**config.mk**
```make
export PLATFORM = sky130hd
export DESIGN_NAME = seven_segment_scanner
export DESIGN_NICKNAME = d
export VERILOG_FILES = /design/src/rtl/seven_seg_pkg.sv /design/src/rtl/seven_segment_scanner_hex_decoder.sv /design/src/rtl/seven_segment_scanner.sv
export SDC_FILE = /design/constraint.sdc
export NUM_CORES = 1
export LEC_CHECK = 0
export ABC_CLOCK_PERIOD_IN_PS = 3400
export CAP_MARGIN = 20
export CORE_ASPECT_RATIO = 1.5
export CORE_UTILIZATION = 60
export DETAILED_ROUTE_END_ITERATION = 8
export DONT_BUFFER_PORTS = 1
export PLACE_DENSITY = 0.76
export SETUP_SLACK_MARGIN = 0.4
export SYNTH_ARGS = -nofsm -noshare
export SYNTH_HDL_FRONTEND = slang
export SYNTH_SLANG_ARGS = --single-unit
```
**constraint.sdc**
```tcl
create_clock -name clk -period 3.4 [get_ports clk]
set_input_delay 0.51 -clock clk [delete_from_list [all_inputs] [get_ports clk]]
set_output_delay 0.51 -clock clk [all_outputs]
set_load 0.02 [all_outputs]
```
**src/rtl/seven_seg_pkg.sv**
```systemverilog
// Shared seven-segment types and the active-low hex glyph table.
// Segment order is {g,f,e,d,c,b,a}; a 0 bit lights the segment.
package seven_seg_pkg;

  typedef logic [6:0] seg_t;

  localparam seg_t SEG_BLANK = 7'h7F;

  localparam seg_t HEX_TO_SEG [16] = '{
    7'h40, 7'h79, 7'h24, 7'h30, 7'h19, 7'h12, 7'h02, 7'h78,
    7'h00, 7'h10, 7'h08, 7'h03, 7'h46, 7'h21, 7'h06, 7'h0E
  };

  function automatic seg_t hex_to_seg(input logic [3:0] nib);
    return HEX_TO_SEG[nib];
  endfunction

endpackage

```
**src/rtl/seven_segment_scanner_hex_decoder.sv**
```systemverilog
// Combinational hex nibble to active-low seven-segment glyph.
module seven_segment_hex_decoder
  import seven_seg_pkg::*;
(
  input  logic [3:0] nibble,
  output seg_t       seg
);

  assign seg = hex_to_seg(nibble);

endmodule

```
**src/rtl/seven_segment_scanner.sv**
```systemverilog
// Time-multiplexed N-digit seven-segment scanner with blank guard and per-frame snapshot.
// Optional build macro: LEADING_ZERO_BLANK_EN (suppresses leading zero digits).
module seven_segment_scanner
  import seven_seg_pkg::*;
#(
  parameter int  NUM_DIGITS   = 8,
  parameter int  REFRESH_DIV  = 100000,
  parameter int  BLANK_CYCLES = 4,
  localparam int IDX_W        = $clog2(NUM_DIGITS)
) (
  input  logic                    clk,
  input  logic                    rst_n,
  input  logic                    en,
  input  logic [4*NUM_DIGITS-1:0] digits_i,
  input  logic [NUM_DIGITS-1:0]   dp_i,
  input  logic [NUM_DIGITS-1:0]   digit_en_i,
  output logic [NUM_DIGITS-1:0]   anode_o,
  output seg_t                    seg_o,
  output logic                    dp_o,
  output logic [IDX_W-1:0]        sel_o,
  output logic                    frame_tick_o
);

  localparam int               PRE_W     = $clog2(REFRESH_DIV);
  localparam logic [PRE_W-1:0] PRE_LAST  = PRE_W'(REFRESH_DIV - 1);
  localparam logic [PRE_W-1:0] PRE_BLANK = PRE_W'(BLANK_CYCLES);
  localparam logic [IDX_W-1:0] IDX_LAST  = IDX_W'(NUM_DIGITS - 1);

  if (BLANK_CYCLES < 1) begin : g_chk_blank
    $error("BLANK_CYCLES must be at least 1");
  end
  if (REFRESH_DIV < BLANK_CYCLES + 2) begin : g_chk_div
    $error("REFRESH_DIV must be at least BLANK_CYCLES + 2");
  end

  logic [PRE_W-1:0]        pre_cnt_p0;
  logic [IDX_W-1:0]        idx_p0;
  logic [4*NUM_DIGITS-1:0] shadow_digits_p0;
  logic [NUM_DIGITS-1:0]   shadow_dp_p0;
  logic [NUM_DIGITS-1:0]   shadow_den_p0;
  logic                    vld_p0;
  logic                    slot_end_p0;
  logic                    wrap_p0;
  logic                    frame_start_p0;
  logic [3:0]              nib_p0;
  seg_t                    seg_dec_p0;
  logic [NUM_DIGITS-1:0]   lz_mask_p0;
  logic [NUM_DIGITS-1:0]   anode_nxt_p0;

  logic [NUM_DIGITS-1:0]   anode_p1;
  seg_t                    seg_p1;
  logic                    dp_p1;
  logic [IDX_W-1:0]        sel_p1;
  logic                    tick_p1;

  // ---- stage p0: prescaler, slot index and frame snapshot ----
  assign vld_p0         = en;
  assign slot_end_p0    = (pre_cnt_p0 == PRE_LAST);
  assign wrap_p0        = vld_p0 && slot_end_p0 && (idx_p0 == IDX_LAST);
  assign frame_start_p0 = (pre_cnt_p0 == '0) && (idx_p0 == '0);

  always_ff @(posedge clk) begin
    if (!rst_n) begin
      pre_cnt_p0       <= '0;
      idx_p0           <= '0;
      shadow_digits_p0 <= '0;
      shadow_dp_p0     <= '0;
      shadow_den_p0    <= '0;
    end else if (vld_p0) begin
      if (slot_end_p0) begin
        pre_cnt_p0 <= '0;
        idx_p0     <= (idx_p0 == IDX_LAST) ? '0 : idx_p0 + 1'b1;
      end else begin
        pre_cnt_p0 <= pre_cnt_p0 + 1'b1;
      end
      if (frame_start_p0) begin
        shadow_digits_p0 <= digits_i;
        shadow_dp_p0     <= dp_i;
        shadow_den_p0    <= digit_en_i;
      end
    end
  end

  assign nib_p0 = shadow_digits_p0[4*int'(idx_p0) +: 4];

  seven_segment_hex_decoder u_dec (
    .nibble (nib_p0),
    .seg    (seg_dec_p0)
  );

`ifdef LEADING_ZERO_BLANK_EN
  logic       zero_above_p0;
  logic [3:0] lz_nib_p0;

  // Walk from the most significant slot down; slot 0 always stays eligible.
  always_comb begin
    lz_mask_p0    = '0;
    zero_above_p0 = 1'b1;
    lz_nib_p0     = '0;
    for (int k = NUM_DIGITS - 1; k >= 1; k--) begin
      lz_nib_p0 = shadow_digits_p0[4*k +: 4];
      if (zero_above_p0 && (lz_nib_p0 == 4'h0)) lz_mask_p0[k] = 1'b1;
      if (shadow_den_p0[k] && (lz_nib_p0 != 4'h0)) zero_above_p0 = 1'b0;
    end
  end
`else
  assign lz_mask_p0 = '0;
`endif

  always_comb begin
    anode_nxt_p0 = '1;
    if (vld_p0 && (pre_cnt_p0 >= PRE_BLANK) &&
        shadow_den_p0[idx_p0] && !lz_mask_p0[idx_p0]) begin
      anode_nxt_p0[idx_p0] = 1'b0;
    end
  end

  // ---- stage p1: registered pin drive ----
  always_ff @(posedge clk) begin
    if (!rst_n) begin
      anode_p1 <= '1;
      seg_p1   <= SEG_BLANK;
      dp_p1    <= 1'b1;
      sel_p1   <= '0;
      tick_p1  <= 1'b0;
    end else begin
      anode_p1 <= anode_nxt_p0;
      seg_p1   <= seg_dec_p0;
      dp_p1    <= ~shadow_dp_p0[idx_p0];
      sel_p1   <= idx_p0;
      tick_p1  <= wrap_p0;
    end
  end

  assign anode_o      = anode_p1;
  assign seg_o        = seg_p1;
  assign dp_o         = dp_p1;
  assign sel_o        = sel_p1;
  assign frame_tick_o = tick_p1;

endmodule

```
After elaboration in Yosys (flattened, before gate mapping)
Memories as Yosys holds them, arrays and structs flattened. A register that Yosys moved wholly into a read port is not among the register bits.
Cells that the tools add are included.
{"block": "classes", "addsub": 2, "n_reduce_logical": 14, "shifts": 1, "eq_ne": 2, "mux": 11, "bitwise_logic": 3, "magnitude_cmp": 3}
{"cell": "$shiftx A32 B6 Y4", "count": 1}
{"cell": "$add A17 B1 Y17 const B", "count": 1}
{"cell": "$eq A17 B17 Y1 const B", "count": 1}
{"cell": "$ge A17 B3 Y1 const B", "count": 1}
{"cell": "$logic_not A17 Y1", "count": 1}
{"cell": "$mux W17", "count": 1}
{"cell": "$mux W3", "count": 3}
{"cell": "$not A8 Y8", "count": 1}
{"cell": "$logic_and A1 B1 Y1", "count": 7}
{"cell": "$bmux W1 S3", "count": 2}
{"cell": "$reduce_and A2 Y1", "count": 3}
{"cell": "$not A4 Y5", "count": 1}
{"cell": "$lt A3 B4 Y1 const B", "count": 1}
{"cell": "$mux W1", "count": 4}
{"cell": "$add A3 B1 Y3 const B", "count": 1}
{"cell": "$demux W1 S3", "count": 1}
{"cell": "$eq A3 B3 Y1 const B", "count": 1}
{"cell": "$ge A3 B1 Y1 const B", "count": 1}
{"cell": "$logic_not A3 Y1", "count": 1}
{"cell": "$logic_not A1 Y1", "count": 2}
{"cell": "$not A1 Y1", "count": 1}
{"block": "totals", "mem_bits_ro": 120, "reg_bits": 81, "in_bits": 51, "memories": 2}
{"name": "(no name shown)", "depth": 16, "width": 7, "rd": 1, "rd_clocked_by_memory_dff": 1, "wr": 0, "line": "seven_seg_pkg.sv:15", "text": "return HEX_TO_SEG[nib];"}
{"name": "(no name shown)", "depth": 8, "width": 1, "rd": 1, "rd_clocked_by_memory_dff": 1, "wr": 0, "line": "seven_segment_scanner.sv:113", "text": "shadow_den_p0[idx_p0] && !lz_mask_p0[idx_p0]) begin"}

Depth between registers and ports, before layout
Gate-level depths: netlist of run 1.
{"block": "logic_depth", "word_depth": 5, "mapped_depth": 10, "ltp_nobuf": 7}

By module
Synthesis of run 1 repeated with hierarchy kept, for this count alone.
{"block": "hier_totals", "hier_cells": 448, "hier_area_um2": 4116.4}
{"module": "seven_segment_scanner", "cells_each": 413, "area_per_inst_um2": 3868.7, "seq_area_each_um2": 1761.7, "n_inst": 1}
{"module": "seven_segment_hex_decoder", "cells_each": 35, "area_per_inst_um2": 247.7, "seq_area_each_um2": 0.0, "n_inst": 1}

Worst setup path before layout of run 1
No wires, ideal clock.
{"block": "synth_path", "kind": "reg-to-reg", "startpoint": "register idx_p0[0]", "endpoint": "register seg_p1[3] (netlist: seg_o[3])", "required_ns": 3.263, "synth_period_minus_slack_ns": 2.432, "path_stages_with_launch": 10, "path_buffers": 2, "arrival_ns": 2.296, "setup_ns": 0.137, "setup_slack_ns": 0.968, "path_cell_list": "dfxtp_1 > buf_6 > buf_2 > mux4_2 > mux2i_1 > inv_1 > ha_1 > nor2b_1 > a211oi_1 > o21ai_0"}
{"block": "synth_between", "elab_chain_len": 2}
{"item": "start, declared", "line": "seven_segment_scanner.sv:37", "text": "logic [IDX_W-1:0] idx_p0;"}
{"item": "start signal, assigned", "line": "seven_segment_scanner.sv:72", "text": "idx_p0 <= (idx_p0 == IDX_LAST) ? '0 : idx_p0 + 1'b1;"}
{"item": "$shiftx A32 B6 Y4", "line": "seven_segment_scanner.sv:84", "text": "assign nib_p0 = shadow_digits_p0[4*int'(idx_p0) +: 4];"}
{"item": "$not A4 Y5 (not written as such)", "line": "seven_seg_pkg.sv:15"}
{"item": "end, declared", "line": "seven_segment_scanner.sv:51", "text": "seg_t seg_p1;"}
No other way between the ends.
A chain may end at the register's enable or synchronous reset.

Final worst setup path of run 1
{"block": "layout_path", "startpoint": "register idx_p0[1]", "endpoint": "register seg_p1[3] (netlist: seg_o[3])"}
The elaborated chain is that of the path after synthesis.

==> flow_summary.html, run 1 <==
<table>
<tr><th>Metric</th><th>Value</th></tr>
<tr><th colspan="2">Cells and area</th></tr>
<tr><td>Area Overhead vs Synth</td><td>5.24%</td></tr>
<tr><td>Final layout net count</td><td>430</td></tr>
<tr><td>Final antenna diode count</td><td>0</td></tr>
<tr><td>Proportion of layout cells with a drive suffix above 1</td><td>8.58%</td></tr>
<tr><td>Post-layout util</td><td>66.3%</td></tr>
<tr><th colspan="2">Floorplanning</th></tr>
<tr><td>I/O Pins</td><td>71</td></tr>
<tr><td>Std-Cell Rows</td><td>35</td></tr>
<tr><td>Die Y</td><td>101 um</td></tr>
<tr><td>Die outline area</td><td>6860 sq um</td></tr>
<tr><td>Initial cell density of the core</td><td>63.0%</td></tr>
<tr><td>Horizontal extent of the die</td><td>68.0 um</td></tr>
<tr><td>Placeable core region</td><td>6220 sq um</td></tr>
<tr><th colspan="2">Clocking</th></tr>
<tr><td>CTS sink cnt</td><td>88</td></tr>
<tr><td>Number of H-tree levels</td><td>3</td></tr>
<tr><td>Number of buffers added by the clock tree synthesis step</td><td>9</td></tr>
<tr><td>CTS root buf</td><td>sky130_fd_sc_hd__clkbuf_8</td></tr>
<tr><td>Post-CTS Hold Buffers</td><td>0</td></tr>
<tr><td>Buffer levels on the longest clock path</td><td>2</td></tr>
<tr><td>Post-CTS Setup Bufs</td><td>0</td></tr>
<tr><td>Worst-path clk slew</td><td>0.08 ns</td></tr>
<tr><td>TritonCTS clock tree</td><td>built</td></tr>
<tr><td>Post-CTS sizing</td><td>0</td></tr>
<tr><td>Clock insertion delay at the later pin of the skew report</td><td>0.36 ns</td></tr>
<tr><th colspan="2">STA</th></tr>
<tr><td>Final worst path period need</td><td>2.55 ns</td></tr>
<tr><td>Slew at the pin with the worst max-slew slack</td><td>0.730 ns</td></tr>
<tr><td>Post-route clock period utilization</td><td>75.0%</td></tr>
<tr><td>Total setup violations reported at the end of the flow</td><td>0</td></tr>
<tr><td>Worst Skew</td><td>0.00976 ns</td></tr>
<tr><td>Sum of negative setup slack</td><td>0 ns</td></tr>
<tr><td>Worst slew margin relative to its limit</td><td>49.9%</td></tr>
<tr><td>RSZ-0062 raised after global routing</td><td>no</td></tr>
<tr><td>Count of final max-slew check failures</td><td>0</td></tr>
<tr><td>Hold Fails Final Rpt</td><td>0</td></tr>
<tr><td>Achievable Freq</td><td>0.392 GHz</td></tr>
<tr><th colspan="2">Yosys</th></tr>
<tr><td>Fraction of the yosys area taken by sequential cells</td><td>45.0%</td></tr>
<tr><td>Synthesized Nets</td><td>438</td></tr>
<tr><td>Yosys cell types</td><td>42</td></tr>
<tr><td>Most used flip-flop cell after synthesis</td><td>sky130_fd_sc_hd__dfxtp_1</td></tr>
<tr><td>Total of flip-flops plus latches after synthesis</td><td>88</td></tr>
<tr><td>Number of synthesized flops with an enable pin</td><td>0</td></tr>
<tr><td>Number of instances in the synthesized netlist</td><td>376</td></tr>
<tr><td>Number of synthesis warnings</td><td>0</td></tr>
<tr><td>Fraction of synthesis flops using an asynchronous set or reset pin</td><td>0%</td></tr>
<tr><td>Average instance area after synthesis</td><td>10.4 sq um</td></tr>
<tr><td>Synthesized area</td><td>3920 sq um</td></tr>
<tr><th colspan="2">Drt</th></tr>
<tr><td>Aggregate routed wire length</td><td>7.37 mm</td></tr>
<tr><td>Antenna violation net count after detailed routing</td><td>0</td></tr>
<tr><td>Detailed-route via count</td><td>2582</td></tr>
<tr><td>Router iterations before antenna repair</td><td>4</td></tr>
<tr><td>Per-cell routed wire length</td><td>16.5 um</td></tr>
<tr><td>First-iteration detailed-routing DRC count</td><td>118</td></tr>
<tr><td>Post-DR vias/cell</td><td>5.78</td></tr>
<tr><td>Drc violations</td><td>0</td></tr>
<tr><th colspan="2">Worst setup path</th></tr>
<tr><td>Cell depth of the worst flop-to-flop path</td><td>7</td></tr>
<tr><td>WP data arrival</td><td>2.79 ns</td></tr>
<tr><td>Maximum fanout along the worst path</td><td>17</td></tr>
<tr><td>Startpoint Class</td><td>register</td></tr>
<tr><td>Launch point of the worst reg-to-reg path</td><td>idx_p0[1]</td></tr>
<tr><td>Top delay family on crit path</td><td>multiplexers</td></tr>
<tr><td>Setup CP Type</td><td>register to register</td></tr>
<tr><td>R2r setup slk</td><td>0.85 ns</td></tr>
<tr><td>Required arrival time at the worst endpoint</td><td>3.64 ns</td></tr>
<tr><td>Reg-to-reg critical path endpoint</td><td>seg_o[3]</td></tr>
<tr><td>Stage delay of the slowest cell on the critical path</td><td>0.74 ns</td></tr>
<tr><td>Critical Path Slowest Stage Cell</td><td>sky130_fd_sc_hd__dfxtp_1</td></tr>
<tr><td>Critical Path End Type</td><td>register</td></tr>
<tr><td>Number of buffer and inverter stages on the critical path</td><td>1</td></tr>
<tr><td>CP cell instances</td><td>mux4_2 &gt; mux2i_1 &gt; inv_1 &gt; ha_1 &gt; nor2b_1 &gt; a211oi_1 &gt; o21ai_0</td></tr>
<tr><th colspan="2">GRT</th></tr>
<tr><td>Global route total overflow</td><td>0</td></tr>
<tr><td>Met1 routing resource usage after global routing</td><td>26.3%</td></tr>
<tr><td>Global routing met3 resource utilization</td><td>7.35%</td></tr>
<tr><td>Global Route Usage Sum</td><td>23.2%</td></tr>
<tr><td>Global-route track usage on met2</td><td>37.4%</td></tr>
<tr><td>Number of global-route vias before repair</td><td>2507</td></tr>
<tr><td>GR peak layer</td><td>met2</td></tr>
<tr><td>Pin count of the biggest net entering global routing</td><td>67</td></tr>
<tr><td>Global-route wire length before repair</td><td>11.8 mm</td></tr>
<tr><td>Antenna violations before repair</td><td>0</td></tr>
<tr><th colspan="2">Worst hold path</th></tr>
<tr><td>Capture endpoint of the worst hold path</td><td>dp_o</td></tr>
<tr><td>Worst Min Path Start</td><td>rst_n</td></tr>
<tr><td>Worst hold path depth</td><td>1</td></tr>
<tr><td>Hold crit path type</td><td>input port to register</td></tr>
<tr><th colspan="2">Place</th></tr>
<tr><td>Final HPWL from detailed placement</td><td>5.28 mm</td></tr>
<tr><td>RePlAce Congestion</td><td>0.865</td></tr>
<tr><td>Port buffer count</td><td>0</td></tr>
<tr><th colspan="2">Flow run</th></tr>
<tr><td>Count of maximum capacitance violations</td><td>0</td></tr>
<tr><th colspan="2">Run status</th></tr>
<tr><td>Status</td><td>completed</td></tr>
<tr><th colspan="2">Power and ir drop</th></tr>
<tr><td>Total power density per cell area</td><td>498 nW/um^2</td></tr>
<tr><td>Maximum ir drop on the vdd rail</td><td>0.319 mV</td></tr>
<tr><td>Leakage power</td><td>0.00168 uW</td></tr>
</table>
cells by family (layout without fill, tap and decap cells):
group | count (synthesis) | in the layout | share of synthesized area (%)
AND/OR/NAND/NOR | 142 | 142 | 19.8
XOR/XNOR | 16 | 16 | 3.58
buffers and inverters | 29 | 26 | 3.61
multiplexers | 70 | 70 | 20.9
flip-flops | 88 | 88 | 45.0
adder cells (fa/ha/maj) | 11 | 11 | 3.52
AO/OA/AOI/OAI | 20 | 20 | 3.58
placed cells by master, fill, tap and decap left out, types with 4 or more instances in the layout:
cell,instances
sky130_fd_sc_hd__nand2_1,18
sky130_fd_sc_hd__ha_1,11
sky130_fd_sc_hd__nand3_1,12
sky130_fd_sc_hd__inv_1,8
sky130_fd_sc_hd__nand4_1,8
sky130_fd_sc_hd__mux2i_1,58
sky130_fd_sc_hd__and2_1,5
sky130_fd_sc_hd__nor2_1,26
sky130_fd_sc_hd__mux4_2,9
sky130_fd_sc_hd__nor2b_1,52
sky130_fd_sc_hd__nor3_1,4
sky130_fd_sc_hd__xnor2_1,5
sky130_fd_sc_hd__clkbuf_8,9
sky130_fd_sc_hd__dfxtp_1,88
sky130_fd_sc_hd__xor2_1,11
power breakdown:
group	total [uW]	switching, uW	internal (uW)	leakage [uW]
clock network	710	371	339	0.0000952
logic	204	95.5	109	0.000867
registers	1140	49.8	1090	0.000720
total	2050	516	1540	0.00168
cell usage after synthesis (2+ instances only):
cell                       number  area share (%)
sky130_fd_sc_hd__a211oi_1       2            0.38
sky130_fd_sc_hd__a21oi_1        2            0.26
sky130_fd_sc_hd__and2_1         5            0.80
sky130_fd_sc_hd__and3_1         3            0.48
sky130_fd_sc_hd__and4_1         2            0.45
sky130_fd_sc_hd__buf_2          5            0.64
sky130_fd_sc_hd__buf_6          3            0.86
sky130_fd_sc_hd__clkbuf_1      12             1.2
sky130_fd_sc_hd__dfxtp_1       88              45
sky130_fd_sc_hd__ha_1          11             3.5
sky130_fd_sc_hd__inv_1          8            0.77
sky130_fd_sc_hd__mux2_2         3            0.86
sky130_fd_sc_hd__mux2i_1       58              15
sky130_fd_sc_hd__mux4_2         9             5.2
sky130_fd_sc_hd__nand2_1       18             1.7
sky130_fd_sc_hd__nand3_1       12             1.5
sky130_fd_sc_hd__nand3b_1       2            0.38
sky130_fd_sc_hd__nand4_1        8             1.3
sky130_fd_sc_hd__nor2_1        26             2.5
sky130_fd_sc_hd__nor2b_1       52             8.3
sky130_fd_sc_hd__nor3_1         4            0.51
sky130_fd_sc_hd__nor4_1         2            0.32
sky130_fd_sc_hd__o211ai_1       3            0.58
sky130_fd_sc_hd__o21ai_0        3            0.38
sky130_fd_sc_hd__o221ai_1       3            0.67
sky130_fd_sc_hd__or4_1          2            0.38
sky130_fd_sc_hd__xnor2_1        5             1.1
sky130_fd_sc_hd__xor2_1        11             2.5
sequential cells by signal, indices dropped and copies added (netlist names):
signal            flops
anode_o               8
dp_o                  1
frame_tick_o          1
idx_p0                3
pre_cnt_p0           17
seg_o                 7
sel_o                 3
shadow_den_p0         8
shadow_digits_p0     32
shadow_dp_p0          8
routing by layer:
| metal | up-vias | wire [um] |
|---|---|---|
| met3 | 25 | 416 |
| met2 | 74 | 3540 |
| met5 | - | 0 |
| met1 | 1196 | 3120 |
| li1 | 1287 | - |
| met4 | 0 | 289 |
worst reg2reg max path: stages, from the launching register on:
cell,delay (ns)
sky130_fd_sc_hd__dfxtp_1,0.74
sky130_fd_sc_hd__mux4_2,0.43
sky130_fd_sc_hd__mux2i_1,0.39
sky130_fd_sc_hd__inv_1,0.17
sky130_fd_sc_hd__ha_1,0.28
sky130_fd_sc_hd__nor2b_1,0.14
sky130_fd_sc_hd__a211oi_1,0.21
sky130_fd_sc_hd__o21ai_0,0.09
layout make-up:
type	instances	area, sq um
Clock inverter	7	72.6
Fill cell	546	2100
Timing Repair Buffer	2	27.5
Clock buffer	9	124
Multi-Input combinational cell	259	2010
Tap cell	74	92.6
Sequential cell	88	1760
Inverter	8	30.0
worst max path at each step:
stage / startpoint / end / depth (start not counted)
finish: idx_p0[1] / seg_o[3] / 7
global route: idx_p0[1] / seg_o[3] / 7
CTS: idx_p0[1] / seg_o[3] / 7
detailed placement: idx_p0[1] / seg_o[3] / 7
global placement: idx_p0[1] / seg_o[3] / 7
floorplan: idx_p0[0] / seg_o[3] / 9
per-stage QoR:
step	total power [uW]	cells	hold WS [ns]	setup slack, ns	instance area [sq um]
floorplan	1330	376	0.478	0.968	3920
global placement	1360	431	0.498	0.980	3920
detailed placement	1370	431	0.511	0.849	3920
CTS	2060	447	0.211	0.834	4120
global route	2120	447	0.219	0.594	4120
finish	2050	447	0.236	0.849	4120
(Power assumes the default switching activity.)
==> inputs of run 2 (changes only) <==
--- a/config.mk
+++ b/config.mk
@@ -5,7 +5,7 @@
 export SDC_FILE = /design/constraint.sdc
 export NUM_CORES = 1
 export LEC_CHECK = 0
-export ABC_CLOCK_PERIOD_IN_PS = 3400
+export ABC_CLOCK_PERIOD_IN_PS = 2600
 export CAP_MARGIN = 20
 export CORE_ASPECT_RATIO = 1.5
 export CORE_UTILIZATION = 60
==> constraint.sdc (replaced) <==
create_clock -name clk -period 2.6 [get_ports clk]
set_input_delay 0.39 -clock clk [delete_from_list [all_inputs] [get_ports clk]]
set_output_delay 0.39 -clock clk [all_outputs]
set_load 0.02 [all_outputs]
==> run 2 against run 1 <==
- clock skew rose by 0.0032 ns
- largest power group unchanged
- hold slack got worse by 0.084 ns
- maximum frequency up 19%
- die area did not move
- core utilization rose by 1.7 points
- flip-flop and latch count is the same
- non-clock buffer count up 9
- sequential share of layout area fell by 0.92 points
- cell count rose by 1.8%
- register-to-register slack got worse by 0.40 ns
- combinational power increased by 38%
==> flow_summary.html, run 2 (synthesis gave the netlist of run 1 again) <==
<table>
<tr><th>Metric</th><th>Value</th></tr>
<tr><th colspan="2">STA</th></tr>
<tr><td>Slew at the pin with the worst max-slew slack</td><td>0.603 ns (-0.127 ns)</td></tr>
<tr><td>Hold Fails Final Rpt</td><td>0 (unchanged)</td></tr>
<tr><td>Achievable Freq</td><td>0.466 GHz (+19%)</td></tr>
<tr><td>Crit path setup slack, layout</td><td>0.453 ns (-0.395 ns)</td></tr>
<tr><td>RSZ-0062 raised after global routing</td><td>yes</td></tr>
<tr><td>Final worst path period need</td><td>2.15 ns (-0.405 ns)</td></tr>
<tr><td>Count of final max-slew check failures</td><td>0 (unchanged)</td></tr>
<tr><td>Worst Skew</td><td>0.0129 ns (+0.00316 ns)</td></tr>
<tr><td>Worst slew margin relative to its limit</td><td>59.5% (+9.5 points)</td></tr>
<tr><td>Sum of negative setup slack</td><td>0 ns (unchanged)</td></tr>
<tr><td>Post-route clock period utilization</td><td>82.6% (+7.5 points)</td></tr>
<tr><td>Total setup violations reported at the end of the flow</td><td>0 (unchanged)</td></tr>
<tr><th colspan="2">Worst setup path</th></tr>
<tr><td>WP data arrival</td><td>2.42 ns (-0.37 ns)</td></tr>
<tr><td>Startpoint Class</td><td>register</td></tr>
<tr><td>Required arrival time at the worst endpoint</td><td>2.88 ns (-0.76 ns)</td></tr>
<tr><td>R2r setup slk</td><td>0.45 ns (-0.40 ns)</td></tr>
<tr><td>Maximum fanout along the worst path</td><td>8 (-9)</td></tr>
<tr><td>Setup CP Type</td><td>register to register</td></tr>
<tr><td>Critical Path End Type</td><td>register</td></tr>
<tr><th colspan="2">Power and ir drop</th></tr>
<tr><td>Total power density per cell area</td><td>651 nW/um^2 (+31%)</td></tr>
<tr><td>Leakage power</td><td>0.00174 uW (+3.2%)</td></tr>
<tr><td>Maximum ir drop on the vdd rail</td><td>0.502 mV (+57%)</td></tr>
<tr><th colspan="2">Place</th></tr>
<tr><td>RePlAce Congestion</td><td>0.869 (+0.53%)</td></tr>
<tr><td>Final HPWL from detailed placement</td><td>5.48 mm (+3.8%)</td></tr>
<tr><td>Port buffer count</td><td>0 (unchanged)</td></tr>
<tr><td>Pre-CTS setup slack</td><td>0.269 ns (-0.580 ns)</td></tr>
<tr><td>DP Area</td><td>3970 sq um (+1.1%)</td></tr>
<tr><td>Placed insts</td><td>435 (+0.93%)</td></tr>
<tr><th colspan="2">Cells and area</th></tr>
<tr><td>Most frequent standard cell in the layout excluding fill and tap cells</td><td>sky130_fd_sc_hd__dfxtp_1</td></tr>
<tr><td>Final-layout fill cell count</td><td>488 (-11%)</td></tr>
<tr><td>Proportion of layout cells with a drive suffix above 1</td><td>12.1% (+3.5 points)</td></tr>
<tr><td>Area Overhead vs Synth</td><td>7.93%</td></tr>
<tr><td>Final layout net count</td><td>439 (+2.1%)</td></tr>
<tr><td>Reg with most FFs</td><td>shadow_digits_p0</td></tr>
<tr><td>Post-Layout Cell Count</td><td>455 (+1.8%)</td></tr>
<tr><td>Commonest cells after routing, fill and taps aside</td><td>85 x sky130_fd_sc_hd__dfxtp_1, 57 x sky130_fd_sc_hd__mux2i_1, 52 x sky130_fd_sc_hd__nor2b_1</td></tr>
<tr><td>Top Registers</td><td>shadow_digits_p0 (32), pre_cnt_p0 (17)</td></tr>
<tr><td>Final non-filler cell area</td><td>4230 sq um (+2.6%)</td></tr>
<tr><td>Number of flip-flops in the largest register</td><td>32 (unchanged)</td></tr>
<tr><td>Final antenna diode count</td><td>0 (unchanged)</td></tr>
<tr><th colspan="2">Floorplanning</th></tr>
<tr><td>Horizontal extent of the die</td><td>68.0 um (unchanged)</td></tr>
<tr><td>Die outline area</td><td>6860 sq um (unchanged)</td></tr>
<tr><td>Initial cell density of the core</td><td>63.0% (unchanged)</td></tr>
<tr><td>Placeable core region</td><td>6220 sq um (unchanged)</td></tr>
<tr><td>I/O Pins</td><td>71 (unchanged)</td></tr>
<tr><td>Die Y</td><td>101 um (unchanged)</td></tr>
<tr><td>Std-Cell Rows</td><td>35 (unchanged)</td></tr>
<tr><th colspan="2">Clocking</th></tr>
<tr><td>Number of H-tree levels</td><td>3 (unchanged)</td></tr>
<tr><td>CTS root buf</td><td>sky130_fd_sc_hd__clkbuf_8</td></tr>
<tr><td>Number of buffers added by the clock tree synthesis step</td><td>9 (unchanged)</td></tr>
<tr><td>Post-CTS Hold Buffers</td><td>0 (unchanged)</td></tr>
<tr><td>TritonCTS clock tree</td><td>built</td></tr>
<tr><td>Buffer levels on the longest clock path</td><td>2 (unchanged)</td></tr>
<tr><td>CTS sink cnt</td><td>88 (unchanged)</td></tr>
<tr><td>Worst-path clk slew</td><td>0.08 ns (about the same)</td></tr>
<tr><td>Clock insertion delay at the later pin of the skew report</td><td>0.35 ns (about the same)</td></tr>
<tr><th colspan="2">Run status</th></tr>
<tr><td>Status</td><td>completed</td></tr>
<tr><th colspan="2">Drt</th></tr>
<tr><td>First-iteration detailed-routing DRC count</td><td>98 (-17%)</td></tr>
<tr><td>Per-cell routed wire length</td><td>16.9 um (+2.5%)</td></tr>
<tr><td>Post-DR vias/cell</td><td>5.74 (-0.58%)</td></tr>
<tr><td>Antenna violation net count after detailed routing</td><td>0 (unchanged)</td></tr>
<tr><td>Detailed-route via count</td><td>2613 (+1.2%)</td></tr>
<tr><td>Drc violations</td><td>0 (unchanged)</td></tr>
<tr><td>Router iterations before antenna repair</td><td>4 (unchanged)</td></tr>
<tr><td>Aggregate routed wire length</td><td>7.68 mm (+4.3%)</td></tr>
<tr><th colspan="2">GRT</th></tr>
<tr><td>Number of global-route vias before repair</td><td>2537 (+1.2%)</td></tr>
<tr><td>Global-route wire length before repair</td><td>11.9 mm (+0.46%)</td></tr>
<tr><td>Antenna violations before repair</td><td>0 (unchanged)</td></tr>
<tr><td>Global route total overflow</td><td>0 (unchanged)</td></tr>
<tr><td>Pin count of the biggest net entering global routing</td><td>67 (unchanged)</td></tr>
<tr><td>Global Route Usage Sum</td><td>23.5% (+0.31 points)</td></tr>
<tr><th colspan="2">Flow run</th></tr>
<tr><td>Count of maximum capacitance violations</td><td>0 (unchanged)</td></tr>
<tr><th colspan="2">Worst hold path</th></tr>
<tr><td>Hold crit path type</td><td>input port to register</td></tr>
</table>
-- run 2: changes by cell type in the layout (fill, tap and decap cells not counted), sizes merged --
cell,delta
bufinv,+1
clkinv,-2
buf,+9
-- run 2: where the power goes --
group          leakage (uW)  total [uW]  internal (uW)  switching, uW
registers          0.000722        1480           1420           61.2
clock network      0.000101         985            532            454
logic              0.000914         281            148            133
-- run 2: timing repair --
item                       CTS  global route
hold endpoints to repair     0             0
pin swaps                    0             0
setup buffers                3             2
setup endpoints to repair   54            21
gates resized for setup      2             4
-- run 2: layer usage --
metal	GRT usage [%]	vias to the layer above	part of all wire, %
met2	40.3	69	53
met3	7.24	11	5.3
met1	26.3	1232	40
li1	-	1301	-
met5	0	-	0
met4	9.13	0	1.6
-- run 2: path summary, 6_finish.rpt --
kind,from,to,cells after the start
max,idx_p0[0],seg_o[3],7
max reg2reg,idx_p0[0],seg_o[3],7
min,rst_n,dp_o,1
min reg2reg,shadow_digits_p0[24],shadow_digits_p0[24],2
-- run 2: critical path: stages (launching register included) --
cell	delay (ns)
sky130_fd_sc_hd__dfxtp_4	0.44
sky130_fd_sc_hd__mux4_2	0.55
sky130_fd_sc_hd__mux2_2	0.34
sky130_fd_sc_hd__inv_1	0.14
sky130_fd_sc_hd__ha_1	0.26
sky130_fd_sc_hd__nor2_1	0.13
sky130_fd_sc_hd__a211oi_1	0.06
sky130_fd_sc_hd__o21ai_1	0.15
-- run 2: area by class of cell --
type                            instances  area (sq um)  area share (%)
Clock buffer                            9           124            2.93
Clock inverter                          6          85.1            2.01
Multi-Input combinational cell        259          2030            48.0
Inverter                                8          30.0           0.711
Tap cell                               74          92.6            2.19
Timing Repair Buffer                   11          98.8            2.34
Sequential cell                        88          1770            41.8
-- run 2: through the flow --
step | utilization (%) | power, uW | hold WS (ns)
floorplan | - | 1750 | 0.478
global placement | 63.8 | 1780 | 0.467
detailed placement | 63.8 | 1790 | 0.466
CTS | 67.6 | 2770 | 0.0987
global route | 67.9 | 2850 | 0.108
finish | 67.9 | 2750 | 0.152
